### src/rtl/fpu_fas_arbiter.sv
// fpu_fas_arbiter
//
// Shares one pipelined FP add/sub unit between two requesters. Each cycle at
// most one request is granted, round-robin on ties. The granted operands are
// registered onto the unit bus together with a single-cycle add or sub strobe.
// The issuing port's ID is pushed into an in-order ID FIFO. Each result pulse
// from the unit pops the head ID. The result is then returned, registered, to
// the port that issued the operation.
//
// Ports:
//   clk, rst                 clock (rising edge), asynchronous active-low reset
//   req0/op0/a0/b0 -> gnt0   port 0 request (op: 0=add, 1=sub), combinational grant
//   req1/op1/a1/b1 -> gnt1   port 1 request, combinational grant
//   fpu_do_fadd/fpu_do_fsub  one-cycle strobes to the unit
//   fpu_a/fpu_b              registered operands to the unit
//   fpu_q/fpu_valid          in-order result and result pulse from the unit
//   rsp_q                    registered result
//   rsp0_valid/rsp1_valid    one-cycle pulse naming the owner of rsp_q
//   busy                     operations in flight or a strobe on the bus
//   err_orphan               sticky: result pulse seen with nothing in flight
module fpu_fas_arbiter #(
  parameter int DEPTH = 8,
  parameter int CW    = 4
) (
  input  logic        clk,
  input  logic        rst,
  input  logic        req0,
  input  logic        op0,
  input  logic [31:0] a0,
  input  logic [31:0] b0,
  output logic        gnt0,
  input  logic        req1,
  input  logic        op1,
  input  logic [31:0] a1,
  input  logic [31:0] b1,
  output logic        gnt1,
  output logic        fpu_do_fadd,
  output logic        fpu_do_fsub,
  output logic [31:0] fpu_a,
  output logic [31:0] fpu_b,
  input  logic [31:0] fpu_q,
  input  logic        fpu_valid,
  output logic [31:0] rsp_q,
  output logic        rsp0_valid,
  output logic        rsp1_valid,
  output logic        busy,
  output logic        err_orphan
);

  localparam int AW = $clog2(DEPTH);
  localparam logic [CW-1:0] DEPTH_C = CW'(DEPTH);

  logic [CW-1:0]    count;
  logic [AW-1:0]    wr_ptr;
  logic [AW-1:0]    rd_ptr;
  logic [DEPTH-1:0] id_mem;
  // Port that wins the next tie; it flips away from whichever port was granted.
  logic             rr_ptr;

  logic             accept;
  logic             grant;
  logic             win_id;
  logic             win_op;
  logic [31:0]      win_a;
  logic [31:0]      win_b;
  logic             pop;
  logic             head_id;

  // Arbitration and handshake. Accept uses the count before any pop in this
  // cycle, so a full FIFO cannot grant even when a result is retiring.
  always_comb begin
    accept  = (count < DEPTH_C);
    win_id  = 1'b0;
    if (req0 && req1) begin
      win_id = rr_ptr;
    end else if (req1) begin
      win_id = 1'b1;
    end
    grant   = accept && (req0 || req1);
    gnt0    = grant && !win_id;
    gnt1    = grant && win_id;
    win_op  = win_id ? op1 : op0;
    win_a   = win_id ? a1 : a0;
    win_b   = win_id ? b1 : b0;
    pop     = fpu_valid && (count != '0);
    head_id = id_mem[rd_ptr];
  end

  // The strobe term matters only in the issue cycle; count has already
  // been incremented by then, but the bus activity is named explicitly.
  assign busy = (count != '0) || fpu_do_fadd || fpu_do_fsub;

  // Issue path: operands are captured only on a grant and held otherwise.
  always_ff @(posedge clk or negedge rst) begin
    if (!rst) begin
      fpu_do_fadd <= 1'b0;
      fpu_do_fsub <= 1'b0;
      fpu_a       <= '0;
      fpu_b       <= '0;
      rr_ptr      <= 1'b0;
    end else begin
      fpu_do_fadd <= grant && !win_op;
      fpu_do_fsub <= grant && win_op;
      if (grant) begin
        fpu_a  <= win_a;
        fpu_b  <= win_b;
        rr_ptr <= !win_id;
      end
    end
  end

  // The ID storage needs no reset: an entry is only read between its push
  // and its pop, and reset empties the FIFO through the pointers and count.
  always_ff @(posedge clk) begin
    if (grant) begin
      id_mem[wr_ptr] <= win_id;
    end
  end

  // FIFO pointers and occupancy. A simultaneous push and pop leaves the count
  // unchanged. Pointers wrap naturally because DEPTH is a power of two.
  always_ff @(posedge clk or negedge rst) begin
    if (!rst) begin
      wr_ptr <= '0;
      rd_ptr <= '0;
      count  <= '0;
    end else begin
      if (grant) begin
        wr_ptr <= wr_ptr + 1'b1;
      end
      if (pop) begin
        rd_ptr <= rd_ptr + 1'b1;
      end
      case ({grant, pop})
        2'b10:   count <= count + 1'b1;
        2'b01:   count <= count - 1'b1;
        default: count <= count;
      endcase
    end
  end

  // Completion: the result is registered and tagged with the head ID. A
  // result pulse with nothing in flight only raises the sticky orphan flag.
  always_ff @(posedge clk or negedge rst) begin
    if (!rst) begin
      rsp_q      <= '0;
      rsp0_valid <= 1'b0;
      rsp1_valid <= 1'b0;
      err_orphan <= 1'b0;
    end else begin
      rsp0_valid <= pop && !head_id;
      rsp1_valid <= pop && head_id;
      if (pop) begin
        rsp_q <= fpu_q;
      end
      if (fpu_valid && (count == '0)) begin
        err_orphan <= 1'b1;
      end
    end
  end

endmodule

### config.mk
export PLATFORM = sky130hd
export DESIGN_NAME = fpu_fas_arbiter
export DESIGN_NICKNAME = d
export VERILOG_FILES = /design/src/rtl/fpu_fas_arbiter.sv
export SDC_FILE = /design/constraint.sdc
export NUM_CORES = 1
export LEC_CHECK = 0
export ABC_CLOCK_PERIOD_IN_PS = 3500
export CORE_UTILIZATION = 30
export DETAILED_ROUTE_END_ITERATION = 8
export DONT_BUFFER_PORTS = 1
export PLACE_DENSITY_LB_ADDON = 0.08
export SKIP_LAST_GASP = 1
export SLEW_MARGIN = 0
export SYNTH_ARGS = -nofsm -noshare
export SYNTH_HDL_FRONTEND = slang
export SYNTH_SLANG_ARGS = --single-unit
### constraint.sdc
create_clock -name clk -period 3.5 [get_ports clk]
set_input_delay 0.7 -clock clk [delete_from_list [all_inputs] [get_ports clk]]
set_output_delay 0.7 -clock clk [all_outputs]
set_load 0.02 [all_outputs]
---- Yosys cells after proc, flatten, opt, wreduce, memory -nomap -nowiden ----
Cells that the tools add are included.
storage, ports and cells
  bits in registers ....................... 120
  bits in latches ......................... 0
  RAM bits ................................ 0
  ROM bits ................................ 0
  output and inout bits ................... 104
  word-level logic and storage cells ...... 54
  memories ................................ 0
operators by class
  add/subtract/negate cells ............... 4
  multipliers ............................. 0
  divide/modulo/power cells ............... 0
  $lt $le $gt $ge ......................... 4
  eq/ne operators ......................... 2
  shifts and indexed selects .............. 0
  multiplexer cells ....................... 11
  bitwise logic cells ..................... 0
  reduce and logical (&&, ||, !) cells .... 20
operators with widths
  operator                                              number
  two-way mux 32 bit                                    2
  logical AND 1 bit                                     11
  bitwise mux 8 bit                                     1
  < comparator 3 x 4 -> 1 bit (second input constant)   2
  case mux 4 bit (2 select lines)                       1
  adder 3 x 1 -> 3 bit (second input constant)          2
  two-way mux 1 bit                                     5
  adder 4 x 1 -> 4 bit (second input constant)          1
  zero test 4 bit                                       1
  < comparator 4 bit (second input constant)            1
  nonzero test 4 bit                                    1
  subtractor 4 x 1 -> 4 bit (second input constant)     1
  binary-select mux 1 bit (select 3 bit)                1
  demux 1 bit (select 3 bit)                            1
  >= comparator 3 x 1 -> 1 bit (second input constant)  1
  zero test 1 bit                                       3
  logical OR 1 bit                                      3
  equality test 2 x 1 -> 1 bit (second input constant)  1
  equality test 2 bit (second input constant)           1
  nonzero test 2 bit                                    1

---- Logic depth before layout (Yosys ltp) ----
  word-level depth ........................ 5
  gate-level depth with buffers ........... 11
  depth with buffers taken out ............ 10

---- Worst setup path after synthesis ----
OpenSTA, ideal clock, no wires.
  kind .................................... flip-flop to flip-flop
  from .................................... register count[2]
  to ...................................... register count[2]
  data arrival time ....................... 2.299 ns
  required time ........................... 3.374 ns
  slack ................................... 1.075 ns
  stages on the path, launching flop included .. 12
  cells stage by stage .................... dfrtp_1 > or4_4 > nand2_8 > inv_4 > buf_6 > ha_1 > xor2_1 > ha_1 > a21oi_1 > xnor2_1 > nor2_1 > xor2_1
on the way
  word-level cells in the longest chain between the ends .. 4
  elaborated cells on any way between the ends .. 10
  classes of those cells .................. 2 x add/sub; 1 x order compare; 2 x eq/ne; 1 x mux; 4 x reduce/logical
ends and longest elaborated chain
  what                                                                   line  source
  start: declaration                                                     53    logic [CW-1:0] count;
  start signal: assignment                                               135   2'b10: count <= count + 1'b1;
  start signal: assignment                                               136   2'b01: count <= count - 1'b1;
  start signal: assignment                                               137   default: count <= count;
  nonzero test 4 bit *                                                   85    pop = fpu_valid && (count != '0);
  logical AND 1 bit *                                                    85
  via pop                                                                66    logic pop;
  equality test 2 x 1 -> 1 bit or equality test 2 bit (tied branches)    134   case ({grant, pop})
  case mux 4 bit (2 select lines) or nonzero test 2 bit (tied branches)  -
The timed path passes the listed nets; every way through them passes the cells marked *.
A chain may end at the register's enable or synchronous reset.

---- Worst setup path after layout ----
  from .................................... register count[2]
  to ...................................... register count[2]
on the way
  word-level cells in the longest chain between the ends .. 4
  elaborated cells on any way between the ends .. 10
  classes of those cells .................. 2 x add/sub; 1 x order compare; 2 x eq/ne; 1 x mux; 4 x reduce/logical
ends and longest elaborated chain
  what                                                                   line
  < comparator 4 bit or nonzero test 4 bit (tied branches)               72, 85
  logical AND 1 bit (on tied branches)                                   79, 85
  equality test 2 x 1 -> 1 bit or equality test 2 bit (tied branches)    134
  case mux 4 bit (2 select lines) or nonzero test 2 bit (tied branches)  -
Parallel ways exist; a longest one is shown, timed or not.

==> key figures <==
Run status
  – Status: complete, no violations

Worst setup path
  – CP required: about 3.8 ns
  – Start point of the critical path: count[2]$_DFFE_PN0P_
  – Reg-to-Reg Start: count[2]$_DFFE_PN0P_
  – CP arrival: 3.03 ns
  – Crit path launch type: flip-flop
  – FF-to-FF setup slack: 0.75 ns
  – Slowest cell delay on critical path: 0.61 ns
  – Crit Path Category: reg -> reg
  – Crit-path slowest cell: or4_4
  – Top delay family on crit path: simple AND/OR/NAND/NOR gates
  – R2R depth: 10
  – CP Depth: 10
  – Nature of the critical path endpoint: flip-flop
  – Max FO, Critical Path: 37
  – Endpoint of the worst register-to-register path: count[2]$_DFFE_PN0P_
  – Worst setup endpoint: count[2]$_DFFE_PN0P_
  – Buf+Inv Stages, Crit Path: 1
  – Worst-path cell chain: or4_4, nand2_8, inv_4, ha_1, xor2_1, ha_1, a21oi_1, xnor2_1, nor2_1, xor2_1

GRT
  – First-pass GRT wire length: 20200 um
  – GRT Util Overall: 15.3%
  – Number of global-route vias before repair: between 3000 and 4000
  – Antenna violations before repair: 0
  – Largest net degree at the start of global routing: 113
  – Remaining global-route overflow: 0

Final layout
  – Filler Cell Count: 1657
  – Register area: between 3000 and 4000 um2
  – # diodes: 0
  – P&R area growth vs syn: 15.2%
  – Final #Nets: 612
  – Layout cells sized above 1: 9.07%
  – Area used by multi-input combinational logic: 1890 um2

Detailed routing
  – Starting DRT DRC Count: between 150 and 200
  – Via total after detailed routing: 3425
  – Met2 routed WL: approximately 6600 um
  – Routed vias/inst: 5.10
  – Antenna Nets Post-Route: 0
  – DR WL/cell: roughly 19 um
  – Drt drc: 0
  – Metal-1 WL: 5050 um
  – Wirelength, routed: between 10000 and 15000 um
  – Met3 Routed Length: 1040 um
  – DRT Pass-1 Iters: 6
  – Top Metal Used: met4

Clocking
  – H-tree levels: 4
  – Clk Latency, worst-skew pair: just over 0.4 ns
  – Reg clk slew, reported paths: roughly 0.050 ns
  – # Post-CTS Setup Buffers: 0
  – Clock Path Buffers: 2
  – Post_cts resized: 0
  – CTS tree: built
  – TritonCTS Sinks: 120
  – Root buf cell: clkbuf_16
  – Post-CTS Hold Fix Bufs: 1
  – CTS Buf Count: 17

Job
  – Max-cap violations: 0

STA
  – Clock Skews: 0.00769 ns
  – Total negative slack: 0 ns
  – Fin crit period: 2.75 ns
  – Final setup vio count: 0
  – Fin crit share: 78.6%
  – Max Transition Viols Final: 0
  – Slew margin rel.: between 30% and 40%
  – Highest clock rate: between 300 and 400 MHz
  – Worst-Margin Slew: between 0.9 and 1 ns
  – RSZ-0062 raised after global routing: false
  – Final Hold Viols: 0

Floorplan
  – Std cell rows: 47
  – Width of the die: between 100 and 150 um
  – Core area: 16600 um2
  – Die Ht: between 100 and 150 um
  – Die area: roughly 17000 um2
  – I/O pin count: 271
  – Initial core utilization: between 30% and 40%

Yosys
  – Yosys top cell area share: 55.1%
  – Syn Nets: 617
  – Library cells used by synthesis: 37
  – Synth Warn #: 0
  – Area leader, netlist: dfrtp_1
  – Mapped Cells: between 400 and 500
  – Flops & latches, synth: 120
  – Sequential-to-total area share from yosys stat: between 50% and 60%
  – Post-Syn Area per Cell: around 11 um2
  – Synth Cell Area: 5090 um2
  – Top cells by area, synth: dfrtp_1 55%, a22o_1 11%, a21o_1 9.7%, nand2_1 7.8%, edfxtp_1 4.7%

Place
  – Post-DP HPWL: 8560 um
  – GP Congestion: 0.724
  – Port buffer count: 0

Power
  – Maximum VDD drop: ~0.33 mV
  – Leakage power: 3.01 nW
  – Overall power: 6.18 mW
  – P per Cell Area: 1050 nW/um2

Min path
  – Worst min path class: in -> async
[stage by stage]
stage,cell area [um2],instances,hold slack (ns),setup WS (ns),util (%)
after floorplan,5090,445,0.404,1.07,-
after global placement,5270,640,0.407,0.774,31.8
after detailed placement,5270,640,0.407,0.752,31.8
after CTS,5860,672,0.262,0.729,35.3
after global routing,5860,672,0.254,0.582,35.3
final,5860,672,0.247,0.747,35.3
[cell families (layout without fill, tap and decap cells)]
group           after synthesis  count (layout)  share of synthesized area, %
compound gates              140             140                          22.0
xor+xnor                      9               9                          1.55
fa+ha+maj                     5               5                          1.23
buf+inv                      35              42                          3.52
flops                       120             120                          59.8
mux                           5               5                          1.03
simple gates                131             131                          10.9
[worst min-delay path by stage]
stage / start / to / depth (start not counted)
after floorplan: rst / count[0]$_DFFE_PN0P_ / 0
after global placement: rst / rsp_q[24]$_DFFE_PN0P_ / 0
after detailed placement: rst / rsp_q[24]$_DFFE_PN0P_ / 0
after CTS: rst / rsp_q[27]$_DFFE_PN0P_ / 1
after global routing: rst / rsp_q[27]$_DFFE_PN0P_ / 1
final: rst / rsp_q[26]$_DFFE_PN0P_ / 1
[cells in the final DEF, fill, tap and decap left out, types with 2 or more instances in the layout]
cell        Yosys  layout
dfrtp_1       112     112
nand2_1       106     106
a21o_1         66      66
a22o_1         64      64
clkbuf_16       0      17
edfxtp_1        8       8
nor2_1          7       6
xnor2_1         6       6
inv_1           5       5
ha_1            5       5
clkinv_2        0       5
nor3_1          4       4
xor2_1          3       3
mux2i_1         3       3
a31oi_1         3       3
clkbuf_1       14       3
nand2b_1        2       2
o21ai_0         2       2
or3_1           2       2
nand3_1         2       2
mux2_2          2       2
a21oi_1         2       2
clkinvlp_4      0       2
bufinv_16       0       2
clkbuf_8        0       2
buf_4           2       2
[layout make-up]
type | instances | share of cell area (%)
inverter | 7 | 0.491
multi-input combinational | 290 | 32.2
clock buffer | 22 | 7.92
clock inverter | 9 | 1.71
timing repair buffer | 4 | 1.07
tap | 220 | 4.70
sequential | 120 | 51.9
[metal layers]
layer	vias to the layer above	global-route usage (%)
met1	1667	17.6
met2	181	24.8
met3	21	6.57
met5	-	0
met4	0	6.51
li1	1556	-
[Yosys cell counts, drive strengths merged]
library cell / instances
or4: 1
ha: 5
nor3: 4
or3: 2
nor4b: 1
and4: 1
edfxtp: 8
nand3: 2
a31oi: 3
a211oi: 1
a2111oi: 1
a22o: 64
buf: 14
nand2: 107
a21oi: 2
inv: 7
dfrtp: 112
xnor2: 6
mux2: 2
nor2b: 1
mux2i: 3
and2: 1
nor2: 8
o21bai: 1
clkbuf: 14
xor2: 3
a21o: 66
nand2b: 2
nor4: 1
o21ai: 2
[sequential cells by signal, summed over array words and instances (netlist names), 3 cells and up]
register  count
id_mem        8
rsp_q        32
count         4
rd_ptr        3
fpu_b        32
fpu_a        32
wr_ptr        3
[report_power, final]
group | switching (mW) | internal [mW]
clock network | 0.598 | 1.07
logic | 0.727 | 0.771
registers | 1.06 | 1.95
total | 2.38 | 3.80
[worst register-to-register path: cells and delay by family (launching register included)]
family	cells	cell delay, ns
AOI/OAI and AO/OA	1	0.14
xor gates and xnor gates	3	0.46
adders and majority gates	2	0.48
buffers and inverters	1	0.22
DFF	1	0.44
and+or+nand+nor	3	0.91
(Power assumes the default switching activity.)
